<file path="config.mk">
export PLATFORM = sky130hd
export DESIGN_NAME = lv_owt_req_sched
export DESIGN_NICKNAME = d
export VERILOG_FILES = /design/src/rtl/lv_owt_req_sched_pkg.sv /design/src/rtl/lv_owt_req_sched_poll_tmr.sv /design/src/rtl/lv_owt_req_sched.sv
export SDC_FILE = /design/constraint.sdc
export NUM_CORES = 1
export LEC_CHECK = 0
export ABC_AREA = 0
export ABC_CLOCK_PERIOD_IN_PS = 1800
export BUFFER_PORTS_ARGS = -buffer_cell sky130_fd_sc_hd__buf_2
export CAP_MARGIN = 20
export CELL_PAD_IN_SITES_DETAIL_PLACEMENT = 1
export CELL_PAD_IN_SITES_GLOBAL_PLACEMENT = 1
export CORE_UTILIZATION = 35
export CTS_CLUSTER_DIAMETER = 60
export CTS_CLUSTER_SIZE = 16
export DETAILED_ROUTE_END_ITERATION = 16
export GPL_ROUTABILITY_DRIVEN = 0
export HOLD_SLACK_MARGIN = 0.15
export PLACE_DENSITY_LB_ADDON = 0.05
export SYNTH_ARGS = -nofsm -noshare
export SYNTH_HDL_FRONTEND = slang
export SYNTH_SLANG_ARGS = --single-unit
</file>
<file path="constraint.sdc">
create_clock -name i_clk -period 1.8 [get_ports i_clk]
set_clock_uncertainty 0.05 [all_clocks]
set_input_delay 0.36 -clock i_clk [delete_from_list [all_inputs] [get_ports i_clk]]
set_output_delay 0.36 -clock i_clk [all_outputs]
set_load 0.02 [all_outputs]
</file>
<file path="src/rtl/lv_owt_req_sched_pkg.sv">
// Shared types and constants for the LV-side one-wire link request scheduler.
package lv_owt_req_sched_pkg;

   typedef struct packed {
      logic       rw;
      logic [6:0] addr;
      logic [7:0] wdata;
   } owt_cmd_t;

   typedef enum logic [1:0] {
      SrcFlt = 2'd0,
      SrcSpi = 2'd1,
      SrcAdc = 2'd2
   } req_src_e;

   typedef enum logic [1:0] {
      StIdle,
      StSend,
      StWait,
      StRsp
   } sched_st_e;

   localparam logic [6:0] FLT_ADDR_DEF = 7'h10;
   localparam logic [6:0] ADC_ADDR_DEF = 7'h20;

   function automatic owt_cmd_t rd_cmd(input logic [6:0] addr);
      owt_cmd_t c;
      c.rw    = 1'b0;
      c.addr  = addr;
      c.wdata = 8'h00;
      return c;
   endfunction

endpackage

</file>
<file path="src/rtl/lv_owt_req_sched_poll_tmr.sv">
// Periodic ADC poll request generator: free-running period counter plus a single pending flag.
module lv_owt_req_sched_poll_tmr #(
   parameter int unsigned POLL_PERIOD = 2000
) (
   input  logic i_clk,
   input  logic i_rst,
   input  logic i_en,
   input  logic i_clr,
   output logic o_pend
);

   localparam int unsigned CW = $clog2(POLL_PERIOD);
   localparam logic [CW-1:0] CNT_LAST = CW'(POLL_PERIOD - 1);

   logic [CW-1:0] r_cnt;
   logic          r_pend;

   always_ff @(posedge i_clk) begin
      if (i_rst || !i_en) begin
         r_cnt  <= '0;
         r_pend <= 1'b0;
      end else begin
         if (i_clr) begin
            r_pend <= 1'b0;
         end
         // A new period expiring in the same cycle as a grant re-arms the flag.
         if (r_cnt == CNT_LAST) begin
            r_cnt  <= '0;
            r_pend <= 1'b1;
         end else begin
            r_cnt <= r_cnt + 1'b1;
         end
      end
   end

   assign o_pend = r_pend;

endmodule

</file>
<file path="src/rtl/lv_owt_req_sched.sv">
// Arbitrates fault, SPI and ADC-poll requests onto the single OWT link; one transaction in flight.
module lv_owt_req_sched
   import lv_owt_req_sched_pkg::*;
#(
   parameter int unsigned POLL_PERIOD = 2000,
   parameter int unsigned RSP_TMO     = 255,
   parameter int unsigned MAX_RETRY   = 2,
   parameter logic [6:0]  FLT_ADDR    = FLT_ADDR_DEF,
   parameter logic [6:0]  ADC_ADDR    = ADC_ADDR_DEF
) (
   input  logic        i_clk,
   input  logic        i_rst,
   input  logic        i_flt_req,
   input  logic        i_spi_req_vld,
   input  logic [15:0] i_spi_req_cmd,
   output logic        o_spi_req_rdy,
   input  logic        i_poll_en,
   output logic        o_tx_vld,
   output logic [15:0] o_tx_cmd,
   input  logic        i_tx_rdy,
   input  logic        i_rx_vld,
   input  logic [7:0]  i_rx_data,
   input  logic        i_rx_crc_err,
   output logic        o_rsp_vld,
   output logic [1:0]  o_rsp_src,
   output logic [7:0]  o_rsp_data,
   output logic        o_rsp_err,
   output logic        o_busy,
   output logic        o_tmo_pls
);

   localparam int unsigned TW = $clog2(RSP_TMO + 1);
   localparam logic [TW-1:0] TMO_LAST = TW'(RSP_TMO - 1);
   localparam logic [2:0] RETRY_MAX = 3'(MAX_RETRY);

   sched_st_e     r_st;
   owt_cmd_t      r_cmd;
   req_src_e      r_src;
   logic [2:0]    r_retry;
   logic [TW-1:0] r_tmo_cnt;
   logic          r_tx_vld;
   logic          r_rsp_vld;
   logic [7:0]    r_rsp_data;
   logic          r_rsp_err;
   logic          r_tmo_pls;
   logic          r_flt_pend;

   logic          w_idle;
   logic          w_flt;
   logic          w_gnt;
   logic          w_poll_pend;
   req_src_e      w_src;
   owt_cmd_t      w_cmd;

   lv_owt_req_sched_poll_tmr #(
      .POLL_PERIOD(POLL_PERIOD)
   ) u_poll_tmr (
      .i_clk  (i_clk),
      .i_rst  (i_rst),
      .i_en   (i_poll_en),
      .i_clr  (w_gnt && (w_src == SrcAdc)),
      .o_pend (w_poll_pend)
   );

   // A fault pulse arriving in an idle cycle competes immediately, not one cycle late.
   assign w_idle = (r_st == StIdle) && !i_rst;
   assign w_flt  = r_flt_pend || i_flt_req;
   assign w_gnt  = w_idle && (w_flt || i_spi_req_vld || w_poll_pend);

   always_comb begin
      w_src = SrcFlt;
      w_cmd = rd_cmd(FLT_ADDR);
      if (!w_flt && i_spi_req_vld) begin
         w_src = SrcSpi;
         w_cmd = owt_cmd_t'(i_spi_req_cmd);
      end else if (!w_flt) begin
         w_src = SrcAdc;
         w_cmd = rd_cmd(ADC_ADDR);
      end
   end

   always_ff @(posedge i_clk) begin
      if (i_rst) begin
         r_st       <= StIdle;
         r_cmd      <= '0;
         r_src      <= SrcFlt;
         r_retry    <= '0;
         r_tmo_cnt  <= '0;
         r_tx_vld   <= 1'b0;
         r_rsp_vld  <= 1'b0;
         r_rsp_data <= '0;
         r_rsp_err  <= 1'b0;
         r_tmo_pls  <= 1'b0;
         r_flt_pend <= 1'b0;
      end else begin
         r_rsp_vld <= 1'b0;
         r_tmo_pls <= 1'b0;
         if (i_flt_req) begin
            r_flt_pend <= 1'b1;
         end
         if (w_gnt && (w_src == SrcFlt)) begin
            r_flt_pend <= 1'b0;
         end
         unique case (r_st)
            StIdle: begin
               if (w_gnt) begin
                  r_st     <= StSend;
                  r_cmd    <= w_cmd;
                  r_src    <= w_src;
                  r_retry  <= '0;
                  r_tx_vld <= 1'b1;
               end
            end
            StSend: begin
               if (i_tx_rdy) begin
                  r_st      <= StWait;
                  r_tx_vld  <= 1'b0;
                  r_tmo_cnt <= '0;
               end
            end
            StWait: begin
               if (i_rx_vld && !i_rx_crc_err) begin
                  r_st       <= StRsp;
                  r_rsp_vld  <= 1'b1;
                  r_rsp_data <= i_rx_data;
                  r_rsp_err  <= 1'b0;
               end else if (i_rx_vld || (r_tmo_cnt == TMO_LAST)) begin
                  r_tmo_pls <= !i_rx_vld;
                  if (r_retry < RETRY_MAX) begin
                     r_retry  <= r_retry + 3'd1;
                     r_st     <= StSend;
                     r_tx_vld <= 1'b1;
                  end else begin
                     r_st       <= StRsp;
                     r_rsp_vld  <= 1'b1;
                     r_rsp_err  <= 1'b1;
                     r_rsp_data <= i_rx_vld ? i_rx_data : 8'h00;
                  end
               end else begin
                  r_tmo_cnt <= r_tmo_cnt + 1'b1;
               end
            end
            StRsp: begin
               r_st <= StIdle;
            end
            default: begin
               r_st <= StIdle;
            end
         endcase
      end
   end

   assign o_spi_req_rdy = w_gnt && (w_src == SrcSpi);
   assign o_tx_vld      = r_tx_vld;
   assign o_tx_cmd      = r_cmd;
   assign o_rsp_vld     = r_rsp_vld;
   assign o_rsp_src     = r_src;
   assign o_rsp_data    = r_rsp_data;
   assign o_rsp_err     = r_rsp_err;
   assign o_busy        = (r_st != StIdle);
   assign o_tmo_pls     = r_tmo_pls;

endmodule

</file>
==> flow_results.org, run 1 <==
** Run status
- The flow ran to the end, and the final reports show no timing, DRC or antenna violations.

** Final layout
- Fraction of layout cells with a size suffix above 1 :: a little over a third
- N_diodes :: 0
- Fill cells in the final layout number 773.
- Signed area change from the synthesized netlist to the final layout :: 27.9%
- Cells fill between 40 and 50% of the core in the end.
- After routing the design area is a little under 3000 sq um.
- Total number of nets in the final design :: around 350
- Non-filler cells in the finished layout :: between 300 and 400

** STA
- In the finished design, the share of the clock period the worst path needs comes to between 90% and 100%.
- The hold violation count in the final report was 0.
- The max-slew violation total from the final report is 0.
- Max Fclk :: just under 600 MHz
- Measured against its own limit, the worst slew margin works out to about 70%.
- Number of failing setup endpoints in the final timing report :: 0
- Worst-case hold slack :: between 0.2 and 0.25 ns
- The clock period could shrink to roughly 1.7 ns.
- Worst slew pin tran :: 0.447 ns
- The worst path meets setup with 0.0835 ns of slack.
- Setup repair after global routing left no endpoint under its margin.

** Synthesis
- Synthesis inferred 56 register bits.
- Most used flip-flop cell after synthesis :: dfxtp_1
- Seq/Total Area, Yosys :: around half
- For this run, the number of Yosys warnings is 0.
- Yosys attributes the largest share of cell area to dfxtp_1, a22o_1, nor2_1, xnor2_1, nand2_1.
- Cell type with the highest aggregate area in the netlist :: dfxtp_1
- The synthesized netlist occupies a cell area of 2310 sq um.
- The synthesized design devotes to its leading area cell type between 40% and 50% of total area.
- In this run, distinct cell masters in the synthesized netlist total between 50 and 60.
- Post-Synthesis Mean Instance Area :: 10.1 sq um
- Post-synthesis async set-or-reset flop share :: 0%
- Synthesized netlist net count :: ~270
- Number of standard cells after synthesis :: around 230
- Number of enable-type register cells in the synthesized netlist :: 0

** Floorplan
- In this run the vertical extent of the chip is around 83 um.
- Horizontal die dimension :: 83.3 um
- Initial Utilization :: 36.5%
- The die covers approximately 6900 sq um.
- In this run the core area contains 29 standard-cell rows.
- CORE AREA :: approximately 6300 sq um
- Top-level I/O count :: 64

** Drt
- After detailed routing, the number of remaining DRC violations is 0.
- Detailed-route vias per instance :: 5.17
- After detailed routing, the average wire length per cell comes to 14.9 um.
- The detail route stage leaves a number of antenna-violating nets equal to 0.
- Number of design-rule violations left by the first detailed-router iteration :: 64
- Total via count in the routed design :: just over 2000
- Summed over all layers, the routed wires come to roughly 5800 um.
- Before antenna repair, the detailed router went through 4 iterations.

** Worst setup path
- At the worst endpoint, the required time is around 2 ns.
- Along the worst path, the maximum fanout reaches 8.
- The critical path is of the reg2reg type.
- STA classifies the critical path startpoint as a flop.
- Endpoint arrival time on the critical path :: 1.88 ns
- Setup crit end kind :: flop

** Min path
- Classification of the worst-slack hold path :: in2reg

** Placement
- In this run the cell area measured after placement is 2830 sq um.
- DP Wirelength :: between 4000 and 5000 um
- Count of buffers from port buffering :: 63
- The number of placed instances, taps included, is around 380.
- Worst slack after detailed placement :: -0.0163 ns

** Job
- Number of max-capacitance violations reported :: 0

** Power and ir drop
- Summed over all cells, the static leakage comes to 1.28 nW.
- Worst VDD drop :: roughly 360 uV
- In this run the power density over the cells is approximately 800 nW/um^2.

** Global routing
- Summed over all layers, the global routing overflow is 0.
- For this run, the total global-route usage over all layers was measured as between 15 and 20%.
- Entering global routing, the biggest net connects 20 pins.
- Vias in the first global route :: around 2000
- The first global-routing pass estimated just under 10000 um of wire.
- The initial antenna violation count was 0.

** Clocking
- Number of clock sinks :: 56
- Clock latency on the worst-skew pair, taken at its later pin, is ~0.31 ns.
- Counting the buffers created by CTS gives 5.
- After clock tree synthesis, the clock-pin slew on the worst setup and hold paths is about 0.11 ns.
- CTS H-tree lvls :: 2
- TritonCTS built the clock tree.
- The cell sitting at the root of the clock tree is a clkbuf_8.
- Clock buffer depth :: 2
stage by stage:
step                      setup TNS (ns)  power [W]
after global placement                 0    0.00168
after detailed placement         -0.0163    0.00168
after CTS                              0    0.00243
after global routing                   0    0.00250
after floorplan                        0    0.00153
final                                  0    0.00239
layout by cell type (no fill, tap or decap), types with 3 or more instances in the layout:
cell type,n
nor2_1,19
ha_1,4
clkbuf_8,5
a21oi_1,5
a31oi_1,4
nor4_1,3
buf_4,22
a22o_1,22
and3_1,5
a21o_1,4
nand3_1,11
xnor2_1,8
nand2_1,15
o21ai_0,4
nand4_1,3
nor3_1,9
inv_1,3
buf_2,62
dfxtp_1,54
worst max-delay path, stage by stage, from the launching register on:
cell and delay [ns]:
dfxtp_1 0.40, ha_1 0.21, and3_1 0.27, a21o_1 0.21, a31oi_2 0.10, buf_4 0.19, a22o_1 0.18
repair_timing:
action                                  in CTS  in global routing
setup buffers                                1                  0
endpoints found under the setup margin       2                 15
pin swaps                                    1                  0
resized for setup                            2                  7
hold buffers                                 0                  0
Yosys cell counts (all sizes together), types with 2 or more instances:
library cell / number
nor2b: 3
ha: 4
a41oi: 2
dfxtp: 56
xnor2: 8
a21o: 4
o21ai: 6
a311oi: 3
nand2: 16
a21oi: 8
a22o: 22
nor2: 22
and3: 5
and4: 2
nor4: 3
nand3b: 2
nand3: 11
or4: 2
a31oi: 5
nand2b: 2
nor3: 10
inv: 4
nand4: 3
buf: 8
a32o: 2
flip-flops by register name (all words and copies together) (netlist names), 2 cells and up:
signal / count
o_tx_cmd: 16
u_poll_tmr.r_cnt: 11
o_rsp_data: 8
r_tmo_cnt: 8
r_retry: 3
o_rsp_src: 2
r_st: 2
where the power goes:
group	switching [W]	total (W)	internal, W
sequential	0.0000232	0.00130	0.00128
clock	0.000437	0.000721	0.000285
combinational	0.000208	0.000365	0.000157
total	0.000667	0.00239	0.00172
logic make-up after synthesis:
group	Yosys count	share of synthesized area, %
simple gates	86	20.1
compound gates	61	22.3
fa+ha+maj	4	2.16
flops	56	48.4
xor+xnor	9	3.41
buf+inv	13	3.62
layer usage:
layer / vias to the layer above / global-route usage (%) / routed length [um]
met2: 45 / 26.6 / 2660
met3: 5 / 3.78 / 251
met4: 0 / 3.76 / 37
met1: 940 / 25.3 / 2850
li1: 1025 / - / -
met5: - / 0 / 0
final timing paths:
check	slack (ns)	cells after the start	to	start
setup / recovery	0.08	6	o_rsp_data[3]	r_tmo_cnt[1]
hold / removal	0.20	2	o_tx_cmd[5]	i_spi_req_cmd[5]
setup reg to reg	0.08	6	o_rsp_data[3]	r_tmo_cnt[1]
hold reg to reg	0.41	1	o_rsp_src[0]	o_rsp_src[0]
area by class of cell:
| cell class | instances | area (sq um) | area share (%) |
|---|---|---|---|
| clock buffers | 5 | 68.8 | 2.32 |
| clock inverters | 3 | 26.3 | 0.887 |
| inverters | 4 | 15.0 | 0.507 |
| multi-input cells | 160 | 1140 | 38.4 |
| flip-flops and latches | 56 | 1120 | 37.9 |
| well taps | 77 | 96.3 | 3.25 |
| repair buffers | 85 | 495 | 16.7 |
Note: power is estimated with default switching activity, not from simulation.
==> inputs of run 2 (changes only) <==
CORE_UTILIZATION = 37   (was 35)
CTS_BUF_LIST = sky130_fd_sc_hd__clkbuf_8   (was not set)
CTS_CLUSTER_SIZE = not set   (was 16)
==> flow_results.org, run 2 (synthesis results as in run 1) <==
** Worst setup path
- Endpoint arrival time on the critical path :: 1.32 ns (-0.56 ns)
- The worst setup path is of the reg2out kind.
- The cell that appears most often on the critical path is buf_4.
- STA classifies the critical path startpoint as a flop.
- The peak per-stage delay on the critical path was 0.33 ns (-0.07 ns).
- Series of cell instances along the critical path :: buf_4, nor2_4, and4_1, buf_4
- Standard cell with the maximum stage delay on the critical path :: dfxtp_1
- Required time of the critical path :: 1.39 ns (-0.58 ns)
- Setup crit end kind :: output pin
- CP max FO :: 8 (unchanged)

** Floorplan
- The die span in x is 81.1 um (-2.7%).
- The initial standard-cell utilization of the core was 38.6% (+2.2 points).
- The height of the die came to 81.1 um (-2.7%).
- Top-level I/O count :: 64 (unchanged)
- Die footprint :: 6580 sq um (-5.3%)
- Placement row count :: 28 (-3.4%)
- CORE AREA :: 5990 sq um (-5.7%)

** Job
- The count of max-cap constraint violations is 0 (unchanged).

** Clocking
- The clock latency on the worst-skew pair is 0.31 ns (about the same).
- Number of clock sinks :: 56 (unchanged)
- Reg clk slew, reported paths :: 0.10 ns (about the same)
- The number of CTS-inserted buffers came to 5 (unchanged).
- Clock buffer depth :: 2 (unchanged)
- TritonCTS built the clock tree.
- Cell at the root of the clock tree :: clkbuf_8
- CTS H-tree lvls :: 2 (unchanged)

** Power and ir drop
- The maximum vdd ir drop was 355 uV (-0.37%).
- Fraction of power consumed by the clock network :: 30.7% (+0.5 points)
- Internal power component :: 0.00178 W (+3.6%)
- The power density relative to cell area came to 815 nW/um^2 (+0.98%).
- Reported leakage power :: 1.28 nW (+0.35%)
- Switching part of the total power :: 26.1% (-1.8 points)
- The part of the total power dissipated in combinational logic is 15.3% (about the same).
- The net load switching power came to 0.000631 W (-5.4%).
- Sequential share of power :: 54.0% (-0.5 points)

** Global routing
- GRT Resource Usage Total :: 18.5% (+1.0 points)
- The wire length of the first global-routing pass was 9320 um (-6.1%).
- Largest net degree at the start of global routing :: 19 (-5.0%)
- Vias in the first global route :: 1935 (-3.2%)
- The total overflow reported by the global router came to 0 (unchanged).
- Number of antenna violations at the first check in global routing :: 0 (unchanged)

** Min path
- The path class of the tightest hold or removal check is in2reg.

** Placement
- Placed instance area :: 2830 sq um (about the same)
- The count of input and output buffers is 63 (unchanged).
- Cell count after placement :: 378 (-0.79%)
- The HPWL reported at the end of detailed placement was 4430 um (+1.0%).

** Final layout
- The library cell used most frequently in the layout, excluding fill and tap cells, is buf_2.
- Fraction of layout cells with a size suffix above 1 :: 35.9% (-0.52 points)
- Total number of nets in the final design :: 348 (unchanged)
- The count of placed standard cells in the final layout, fillers left out was 387 (-0.77%).
- Area of the multi-input gates :: 1130 sq um (-0.55%)
- The count of fill cells added during filler insertion came to 712 (-7.9%).
- N_diodes :: 0 (unchanged)
- Area used by sequential logic in the layout :: 1120 sq um (-0.11%)
- The post-route standard cell area excluding fillers came to 2970 sq um (+0.13%).
- Number of flip-flops in the largest register :: 16 (unchanged)
- The library cells used most frequently in the layout, excluding fill and tap cells, are buf_2, dfxtp_1, a22o_1.
- Signed area change from the synthesized netlist to the final layout :: 28.1%

** Drt
- The total number of vias was 2018 (+0.15%).
- The final wirelength came to 5890 um (+1.6%).
- Detailed-route vias per instance :: 5.21 (+0.93%)
- The violation count after the first detailed-route iteration came to 33 (-48%).
- Post-route DRC :: 0 (unchanged)
- Final antenna-violating net count :: 0 (unchanged)
- Avg WL per Cell :: 15.2 um (+2.4%)
- Count of TritonRoute iterations in the first routing pass :: 6 (+2)

** Run status
- The flow ran to the end, and the final reports show no timing, DRC or antenna violations.

** STA
- Count of final hold-check violations :: 0 (unchanged)
- Share of the clock period used by the worst path after layout :: 96.1% (+0.78 points)
- The max-slew violation total from the final report was 0 (unchanged).
- The worst slack on hold paths was 0.216 ns (+0.0141 ns).
- The relative slew slack is 74.6% (+4.8 points).
- The slew of the pin with the lowest slew margin came to 0.378 ns (-0.0689 ns).
- Number of failing setup endpoints in the final timing report :: 0 (unchanged)
- The clock period minus worst slack is 1.73 ns (+0.0140 ns).
- Max Fclk :: 578 MHz (-0.81%)
-- run 2: power groups by stage --
stage | Sequential [W] | Clock (W) | Combinational [W]
floorplan | 0.00136 | 0 | 0.000170
finish | 0.00130 | 0.000742 | 0.000369
global route | 0.00131 | 0.000820 | 0.000402
detailed placement | 0.00133 | 0 | 0.000350
CTS | 0.00130 | 0.000778 | 0.000356
global placement | 0.00133 | 0 | 0.000349
-- run 2: layer usage --
| metal | wire length [um] | GRT usage [%] | up-vias |
|---|---|---|---|
| met5 | 0 | 0 | - |
| met4 | 54 | 5.18 | 0 |
| met3 | 206 | 4.27 | 5 |
| met2 | 2730 | 29.8 | 35 |
| met1 | 2900 | 24.5 | 956 |
| li1 | - | - | 1022 |
-- run 2: repair_timing --
item	4_1_cts	5_1_grt
gates cloned	0	0
buffers inserted	0	2
endpoints found under the setup margin	2	16
pin swaps	0	2
resized for setup	2	6
hold buffers	0	0
-- run 2: critical path, delay by kind of cell, from the launching register on --
kind          cells  cell delay [ns]
flops             1             0.33
buf+inv           2             0.32
simple gates      2             0.36
-- run 2: area by class of cell --
cell class	instances	share of cell area (%)
Multi-Input combinational cell	160	38.1
Sequential cell	56	37.8
Timing Repair Buffer	85	17.1
Clock buffer	7	3.25
Tap cell	75	3.16
Inverter	4	0.506
-- run 2: path summary, 6_finish.rpt --
kind	slack, ns	endpoint	start	cells after the start
worst max-delay path	0.07	o_spi_req_rdy	r_st[0]	4
worst min-delay path	0.22	o_tx_cmd[7]	i_spi_req_cmd[7]	2
worst max register to register	0.07	o_rsp_data[1]	r_tmo_cnt[0]	7
worst min register to register	0.42	o_rsp_src[0]	o_rsp_src[0]	1
-- run 2: metrics by stage --
| stage | TNS [ns] | utilization (%) | total power (W) | worst slack (ns) |
|---|---|---|---|---|
| CTS | 0 | 49.0 | 0.00244 | 0.0172 |
| detailed placement | 0 | 47.2 | 0.00168 | 0.0209 |
| global route | -0.0123 | 49.5 | 0.00253 | -0.00611 |
| floorplan | 0 | - | 0.00153 | 0.133 |
| finish | 0 | 49.5 | 0.00242 | 0.0695 |
| global placement | 0 | 47.2 | 0.00168 | 0.0335 |
==> inputs of run 3 (changes only) <==
BUFFER_PORTS_ARGS = -buffer_cell sky130_fd_sc_hd__buf_4   (was -buffer_cell sky130_fd_sc_hd__buf_2)
CTS_BUF_LIST = sky130_fd_sc_hd__clkbuf_4   (was sky130_fd_sc_hd__clkbuf_8)
TNS_END_PERCENT = 20   (was not set)
==> flow_results.org, run 3 (synthesis results as in run 1) <==
** Run status
- Status :: completed

** Drt
- The detail-routed net length per standard cell came to 15.8 um (+3.6%).
- The violation count after the first detailed-route iteration was 42 (+27%).
- The detailed-route DRC error count was 0 (unchanged).
- The number of optimization iterations in the first detailed-route pass came to 4 (-2).
- The post-detailed-route count of antenna-violating nets is 0 (unchanged).
- The vias per cell was 5.23 (+0.23%).
- Routed Wire Length :: 6400 um (+8.7%)
- Total via count in the routed design :: 2122 (+5.2%)

** STA
- The setup-violating endpoint count in the final report was 0 (unchanged).
- The part of the cycle the worst path needs is 94.2% (-2.0 points).
- Setup Total Neg Slack :: 0 ns (unchanged)
- The slew of the pin with the lowest slew margin is 0.575 ns (+0.197 ns).
- The max-slew violation total from the final report was 0 (unchanged).
- RSZ-0062 raised after global routing :: false
- Count of final hold-check violations :: 0 (unchanged)
- The relative slew slack was 61.4% (-13 points).
- The timing-limited maximum frequency was 590 MHz (+2.1%).
- The clock period minus worst slack came to 1.70 ns (-0.0353 ns).
- Worst-case hold slack :: 0.165 ns (-0.0505 ns)

** Clocking
- The number of CTS-inserted buffers came to 5 (unchanged).
- The CTS H-tree depth was 2 (unchanged).
- Clock buffer depth :: 2 (unchanged)
- Insertion delay of the later-clocked pin in the worst-skew pair :: 0.37 ns (+0.06 ns)
- Reg clk slew, reported paths :: 0.17 ns (+0.07 ns)
- CTS tree :: built
- Cell at the root of the clock tree :: clkbuf_4
- The post-CTS repair timing setup buffer count is 0 (unchanged).
- Number of clock sinks :: 56 (unchanged)

** Power and ir drop
- Internal power component :: 0.00179 W (+0.38%)
- The net load switching power came to 0.000643 W (+1.9%).
- The power share of the clock group is 28.6% (-2.1 points).
- Part of the total power dissipated in combinational logic :: 17.4% (+2.1 points)
- Reported leakage power :: 1.37 nW (+6.7%)
- Sequential share of power :: 54.0% (about the same)
- Power density normalized to cell area :: 745 nW/um^2 (-8.5%)
- Worst VDD drop :: 345 uV (-3.0%)
- The share of total power consumed by net switching was 26.4% (+0.29 points).

** Worst setup path
- The most critical setup path has its endpoint at o_spi_req_rdy.
- Critical Setup Path Class :: reg2out
- STA classifies the critical path endpoint as an output pin.
- Required time of the critical path :: 1.39 ns (about the same)
- The reg-to-reg setup timing slack is 0.12 ns (+0.05 ns).
- The arrival time of data at the critical path endpoint was 1.29 ns (-0.03 ns).
- The largest fanout of any net on the critical path is 9 (+1).
- In this run the worst setup path begins at r_st[0].
- The worst setup path is launched from a flop.
- The depth of the most critical reg-to-reg path is 6 (-1).
- The worst register-to-register path ends at o_tx_vld.
- Reg-to-Reg Start :: r_tmo_cnt[0]

** Floorplan
- Placement row count :: 28 (unchanged)
- The core outline area is 5990 sq um (unchanged).
- Top-level I/O count :: 64 (unchanged)
- The initial standard-cell utilization of the core is 38.6% (unchanged).
- Die footprint :: 6580 sq um (unchanged)
- Horizontal die dimension :: 81.1 um (unchanged)
- The height of the die is 81.1 um (unchanged).

** Global routing
- Largest net degree at the start of global routing :: 19 (unchanged)
- Number of antenna violations at the first check in global routing :: 0 (unchanged)
- First-pass GRT wire length :: 10300 um (+10%)
- Vias in the first global route :: 2165 (+12%)
- The global routing usage summed across all routing layers is 20.1% (+1.6 points).
- Remaining Overflow, GRT :: 0 (unchanged)

** Final layout
- Signed area change from the synthesized netlist to the final layout :: 41.1%
- Fraction of layout cells with a size suffix above 1 :: 32.9% (-3.0 points)
- The number of flip-flops under the largest register name came to 16 (unchanged).
- N_diodes :: 0 (unchanged)
- In the layout the commonest cells are buf_4, dfxtp_1, a22o_1.
- Fillers :: 705 (-0.98%)
- Most common cell after layout, fill and taps aside :: buf_4
- Total number of nets in the final design :: 366 (+5.2%)

** Placement
- The count of input and output buffers was 63 (unchanged).
- The HPWL reported at the end of detailed placement came to 4510 um (+1.7%).

** Job
- The count of max-cap constraint violations was 0 (unchanged).

** Min path
- Worst hold path cell count :: 2 (unchanged)
- Classification of the worst-slack hold path :: in2reg
==> run 3: changes by cell type in the layout (fill, tap and decap cells not counted), moves of 2 or more <==
cell / previous run / this run
buf_2: 62 / 0
buf_4: 21 / 81
clkbuf_4: 0 / 5
clkbuf_8: 7 / 0
dfxtp_1: 55 / 53
dfxtp_2: 1 / 3
dlygate4sd3_1: 0 / 21
==> run 3: worst max-delay path, cell delays in order (launching register included) <==
cell and delay (ns):
dfxtp_2 0.40, nor2_1 0.13, and4_4 0.25, buf_4 0.14
==> run 3: repair_timing <==
action,CTS,global route
gates cloned,0,0
endpoints found under the hold margin,21,0
gates resized for setup,1,4
hold buffers,21,0
setup endpoints to repair,1,11
==> run 3: layout make-up <==
type / count / area, sq um / share of cell area [%]
flip-flops and latches: 56 / 1120 / 34.4
multi-input cells: 160 / 1110 / 34.1
repair buffers: 103 / 838 / 25.7
well taps: 75 / 93.8 / 2.87
clock inverters: 3 / 42.5 / 1.30
clock buffers: 5 / 37.5 / 1.15
inverters: 4 / 15.0 / 0.460
==> run 3: how the worst min path moves through the flow <==
| stage | startpoint | to | slack (ns) |
|---|---|---|---|
| 2_1_floorplan | u_poll_tmr.r_cnt[0] | u_poll_tmr.r_cnt[0] | 0.38 |
| 3_3_place_gp | o_rsp_src[1] | o_rsp_src[1] | 0.39 |
| 3_5_place_dp | o_rsp_src[1] | o_rsp_src[1] | 0.39 |
| 4_1_cts | i_spi_req_cmd[11] | o_tx_cmd[11] | 0.16 |
| 5_1_grt | i_spi_req_cmd[11] | o_tx_cmd[11] | 0.16 |
| 6_report | i_spi_req_cmd[11] | o_tx_cmd[11] | 0.17 |
==> run 3: through the flow <==
step	area (sq um)	cells	setup WS, ns	total power [W]	util (%)
after floorplan	2310	229	0.133	0.00153	-
after global placement	2970	377	0.106	0.00172	49.5
after detailed placement	2970	377	0.0422	0.00172	49.5
after CTS	3260	406	0.0330	0.00246	54.4
after global routing	3270	406	0.00679	0.00254	54.5
final	3270	406	0.105	0.00243	54.5
==> run 3: power by group through the flow <==
| stage | registers, W | clock network, W | logic, W |
|---|---|---|---|
| after global routing | 0.00132 | 0.000758 | 0.000459 |
| after floorplan | 0.00136 | 0 | 0.000170 |
| final | 0.00131 | 0.000695 | 0.000424 |
| after detailed placement | 0.00134 | 0 | 0.000385 |
| after global placement | 0.00134 | 0 | 0.000382 |
| after CTS | 0.00131 | 0.000719 | 0.000425 |
==> run 3: per-layer routing <==
layer	global-route usage (%)	up-vias	routed length (um)
met3	3.37	9	211
met2	33.4	39	3010
met5	0	-	0
met1	26.5	1021	3100
met4	6.43	0	81
li1	-	1053	-
